`src/rtl/fifo_rd_packer.sv`:
```
// Read-side FIFO consumer: pops DSIZE-bit entries and packs PACK of them into one
// valid/ready output word, with a flush path that emits a partial word plus lane-keep mask.
module fifo_rd_packer #(
  parameter int DSIZE = 8,
  parameter int PACK  = 4,
  parameter int CW    = 5
) (
  input  logic                  rd_clk,
  input  logic                  rd_rst,
  input  logic                  rd_empty,
  input  logic [DSIZE-1:0]      rd_data,
  output logic                  rd_inc,
  output logic [PACK*DSIZE-1:0] out_data,
  output logic [PACK-1:0]       out_keep,
  output logic                  out_valid,
  input  logic                  out_ready,
  input  logic                  flush,
  output logic                  flush_done,
  output logic                  busy
);

  typedef enum logic [1:0] {
    FILL       = 2'd0,
    FLUSH_WAIT = 2'd1,
    FLUSH_EMIT = 2'd2
  } state_t;

  localparam logic [CW-1:0] PACK_CNT = CW'(PACK);

  state_t                 state;
  state_t                 state_nxt;
  logic [CW-1:0]          cnt;
  logic                   inflight;
  logic [PACK*DSIZE-1:0]  assembly;
  logic [CW-1:0]          pending;
  logic [PACK-1:0]        part_keep;
  logic                   out_free;
  logic                   do_xfer;
  logic                   do_emit;
  logic                   done_nxt;

  // Entries already captured plus the one whose data arrives next cycle.
  assign pending  = cnt + {{(CW-1){1'b0}}, inflight};
  assign out_free = !out_valid || out_ready;
  assign do_xfer  = (cnt == PACK_CNT) && out_free;
  assign do_emit  = (state == FLUSH_EMIT) && out_free;

  assign rd_inc = rd_rst && (state == FILL) && !rd_empty && (pending < PACK_CNT) && !flush;
  assign busy   = (state != FILL) || (cnt != '0) || inflight;

  always_comb begin
    part_keep = '0;
    for (int i = 0; i < PACK; i++) begin
      part_keep[i] = (CW'(i) < cnt);
    end
  end

  always_comb begin
    state_nxt = state;
    done_nxt  = 1'b0;
    case (state)
      FILL: begin
        if (flush) state_nxt = FLUSH_WAIT;
      end
      FLUSH_WAIT: begin
        // A full word drains through the normal transfer before the flush decision.
        if (!inflight && cnt != PACK_CNT) begin
          if (cnt == '0) begin
            done_nxt  = 1'b1;
            state_nxt = FILL;
          end else begin
            state_nxt = FLUSH_EMIT;
          end
        end
      end
      FLUSH_EMIT: begin
        if (out_free) begin
          done_nxt  = 1'b1;
          state_nxt = FILL;
        end
      end
      default: state_nxt = FILL;
    endcase
  end

  always_ff @(posedge rd_clk or negedge rd_rst) begin
    if (!rd_rst) state <= FILL;
    else         state <= state_nxt;
  end

  always_ff @(posedge rd_clk or negedge rd_rst) begin
    if (!rd_rst) begin
      cnt        <= '0;
      inflight   <= 1'b0;
      assembly   <= '0;
      out_data   <= '0;
      out_keep   <= '0;
      out_valid  <= 1'b0;
      flush_done <= 1'b0;
    end else begin
      inflight   <= rd_inc;
      flush_done <= done_nxt;
      if (out_valid && out_ready) out_valid <= 1'b0;
      // Transfer, emit and capture are mutually exclusive: a full or flushing word has nothing in flight.
      if (do_xfer) begin
        out_data  <= assembly;
        out_keep  <= '1;
        out_valid <= 1'b1;
        cnt       <= '0;
        assembly  <= '0;
      end else if (do_emit) begin
        out_data  <= assembly;
        out_keep  <= part_keep;
        out_valid <= 1'b1;
        cnt       <= '0;
        assembly  <= '0;
      end else if (inflight) begin
        for (int i = 0; i < PACK; i++) begin
          if (cnt == CW'(i)) assembly[i*DSIZE +: DSIZE] <= rd_data;
        end
        cnt <= cnt + 1'b1;
      end
    end
  end

endmodule

```
`config.mk`:
```
export PLATFORM = sky130hd
export DESIGN_NAME = fifo_rd_packer
export DESIGN_NICKNAME = d
export VERILOG_FILES = /design/src/rtl/fifo_rd_packer.sv
export SDC_FILE = /design/constraint.sdc
export NUM_CORES = 1
export LEC_CHECK = 0
export BUFFER_PORTS_ARGS = -buffer_cell sky130_fd_sc_hd__buf_2
export CORE_ASPECT_RATIO = 1.4
export CORE_MARGIN = 2
export CORE_UTILIZATION = 25
export DETAILED_ROUTE_END_ITERATION = 8
export HOLD_SLACK_MARGIN = 0.06
export PLACE_DENSITY = 0.47
export SLEW_MARGIN = 30
export SYNTH_ARGS = -nofsm -noshare
export SYNTH_HDL_FRONTEND = slang
export SYNTH_SLANG_ARGS = --single-unit
```
`constraint.sdc`:
```
create_clock -name rd_clk -period 5 [get_ports rd_clk]
set_input_delay 0.25 -clock rd_clk [delete_from_list [all_inputs] [get_ports rd_clk]]
set_output_delay 0.25 -clock rd_clk [all_outputs]
set_load 0.03 [all_outputs]
```
==> results.md <==
- Hold path start: rd_empty
- Clock latency on the worst-skew pair: 330 ps
- Post-Route WL: 7.02 mm
- WP data required: 4750 ps
- Nets: 336
- CTS tree: done
- Layout area overhead: 20.6%
- PostCTS Resize Cnt: 0
- Crit path largest cell delay: 530 ps
- Starting Density: 25.7%
- Slew headroom: 39.9%
- Routed wire per std cell: 14.1 µm
- Clock period minus worst slack: 2460 ps
- Rows: 49
- Cell Area, Synth: 3330 µm²
- First-pass GRT wire length: 11.8 mm
- CP delay by family, top: simple AND/OR/NAND/NOR gates
- Worst reg2reg path startpoint: inflight
- Antenna diodes: 0
- Crit-path max FO: 9
- Share of cells above drive strength 1: 33.6%
- Clk root buf: clkbuf_16
- Syn Nets: 283
- Overflow after GRT: 0
- Startpoint Class: flop
- Width of the die: 101 µm
- Postcts setup bufs: 0
- F_max: 0.407 GHz
- Clk buf depth: 2
- Commonest non-fill, non-tap cell in the layout: dfrtp_1
- Placeable Area: 12900 µm²
- Ratio of total power to cell area: 533 nW/µm²
- Die height: 140 µm
- Worst-path clk slew: 60 ps
- TritonCTS Buffers: 9
- Hold Fails Final Rpt: 0
- Num ports: 53
- Die area: 14300 µm²
- Clk sink count: 78
- Worst-path cell chain: nor3_1 > a21oi_1 > nor4b_1 > buf_2
- Post-route ant nets: 0
- Vias in the first global route: 2143
- Setup repair after global routing missed its margin: false
- YS warnings: 0
- #FFs+latches synth: 78
- Max VDD drop: 0.181 mV
- Final GP Congestion: 0.721
- Via/cell ratio: 4.17
- Via count: 2083
- IO buf count: 52
- Data arrival, critical path: 2210 ps
- Synth unique cells: 33
- H-tree levels: 3
- Setup WS post-layout: 2540 ps
- CP endpoint kind: output pin
- HPWL after detailed placement: 4.76 mm
- DRC viols: 0
- Avg Cell Area, Syn: 12.6 µm²
- Post-Synthesis Cells: 263
- Dpl ws: 2750 ps
- Total Routing Usage GR: 10.8%
- DRT iter0 DRCs: 115
- # hold bufs at CTS: 1
- Initial antenna violation count: 0
- Status: finished clean
- Largest net degree at the start of global routing: 80
- Worst clock skew: 5.12 ps
- CP max stage cell: nor3_1
- Critical Path Start: cnt[2]
- Kind of critical path: flop to output pin
- Pins over their slew limit: 0
- Setup TNS: 0 ps
- Drt first pass iters: 4
- Post-synthesis sequential area ratio: 58.7%
- Final setup viols: 0
- Pleak: 0.00207 µW
- Most frequent cells in the layout: dfrtp_1 (78), buf_2 (51), nor2_1 (35)
- Maxcap violations: 0
- Hold Path Class: input pin to flop
- Final worst path period share: 49.1%
- WP buf/inv: 1
- Least-Margin Pin Slew: 900 ps
==> synth_stat cells <==
library cell	n	share of area, %
mux2i_1	25	7.5
ha_1	7	2.6
clkbuf_1	2	0.23
buf_6	4	1.4
o21ai_0	3	0.45
a21oi_4	1	0.49
or3_1	1	0.19
inv_1	5	0.56
nor2_1	35	3.9
mux2_2	32	11
nor3_1	2	0.30
and3b_1	1	0.26
nand3_2	2	0.60
nor4_1	1	0.19
dfrtp_1	78	59
xnor2_1	1	0.26
nand2_1	13	1.5
nand4bb_4	1	0.83
nand2b_1	3	0.56
xor2_1	3	0.79
a21oi_1	13	2.0
a31o_2	1	0.26
a21boi_0	2	0.45
buf_4	5	1.1
nor4b_2	1	0.45
nor4b_1	1	0.26
nand4_1	2	0.38
buf_1	1	0.11
nor4bb_1	1	0.30
nand3_1	10	1.5
a31oi_1	2	0.38
buf_2	2	0.30
nor2b_1	2	0.38
==> metal layers <==
| metal | part of all wire [%] | global-route usage [%] | up-vias | wire length, µm |
|---|---|---|---|---|
| met3 | 4.7 | 3.74 | 9 | 327 |
| met1 | 45 | 13.8 | 1025 | 3160 |
| met2 | 48 | 16.5 | 37 | 3400 |
| li1 | - | - | 1012 | - |
| met4 | 1.9 | 4.69 | 0 | 131 |
| met5 | 0 | 0 | - | 0 |
==> worst paths after layout <==
kind,cells past startpoint,slack (ps),end
max,4,2540,rd_inc
min,2,100,inflight
max reg2reg,5,2740,assembly[28]
min reg2reg,1,500,out_data[9]
max in group asynchronous,2,3960,out_data[7]
min in group asynchronous,2,490,out_keep[3]
==> flip-flops by register name, summed over array words and instances, names as in the netlist <==
name / count
assembly: 32
out_data: 32
cnt: 5
out_keep: 4
state: 2
flush_done: 1
inflight: 1
out_valid: 1
==> through the flow <==
step / std cells / util (%) / area (µm²) / hold WS, ps / power [µW]
after floorplan: 263 / - / 3330 / -45.6 / 1400
after global placement: 482 / 28.8 / 3730 / 440 / 1570
after detailed placement: 482 / 28.9 / 3730 / 344 / 1580
after CTS: 499 / 31.0 / 4010 / 87.0 / 2180
after global routing: 499 / 31.0 / 4010 / 91.4 / 2280
final: 499 / 31.0 / 4010 / 96.0 / 2140
==> cell families after synthesis <==
group	Yosys count	synth area share (%)
flip-flops	78	58.7
AND/OR/NAND/NOR	76	11.6
multiplexers	57	18.4
AO/OA/AOI/OAI	22	3.99
buffers and inverters	19	3.69
adder cells (fa/ha/maj)	7	2.63
XOR/XNOR	4	1.05
==> layout make-up <==
class / count / area, µm²
Clock buffer: 10 / 229
Clock inverter: 6 / 38.8
Fill cell: 1357 / 8920
Inverter: 5 / 18.8
Multi-Input combinational cell: 166 / 1250
Sequential cell: 78 / 1950
Tap cell: 178 / 223
Timing Repair Buffer: 56 / 299
==> power breakdown <==
group | switching, µW | internal (µW) | total [µW]
clock network | 247 | 334 | 581
registers | 86.2 | 773 | 860
logic | 448 | 249 | 697
total | 781 | 1360 | 2140
No activity file was read; power rests on OpenSTA's default activity.
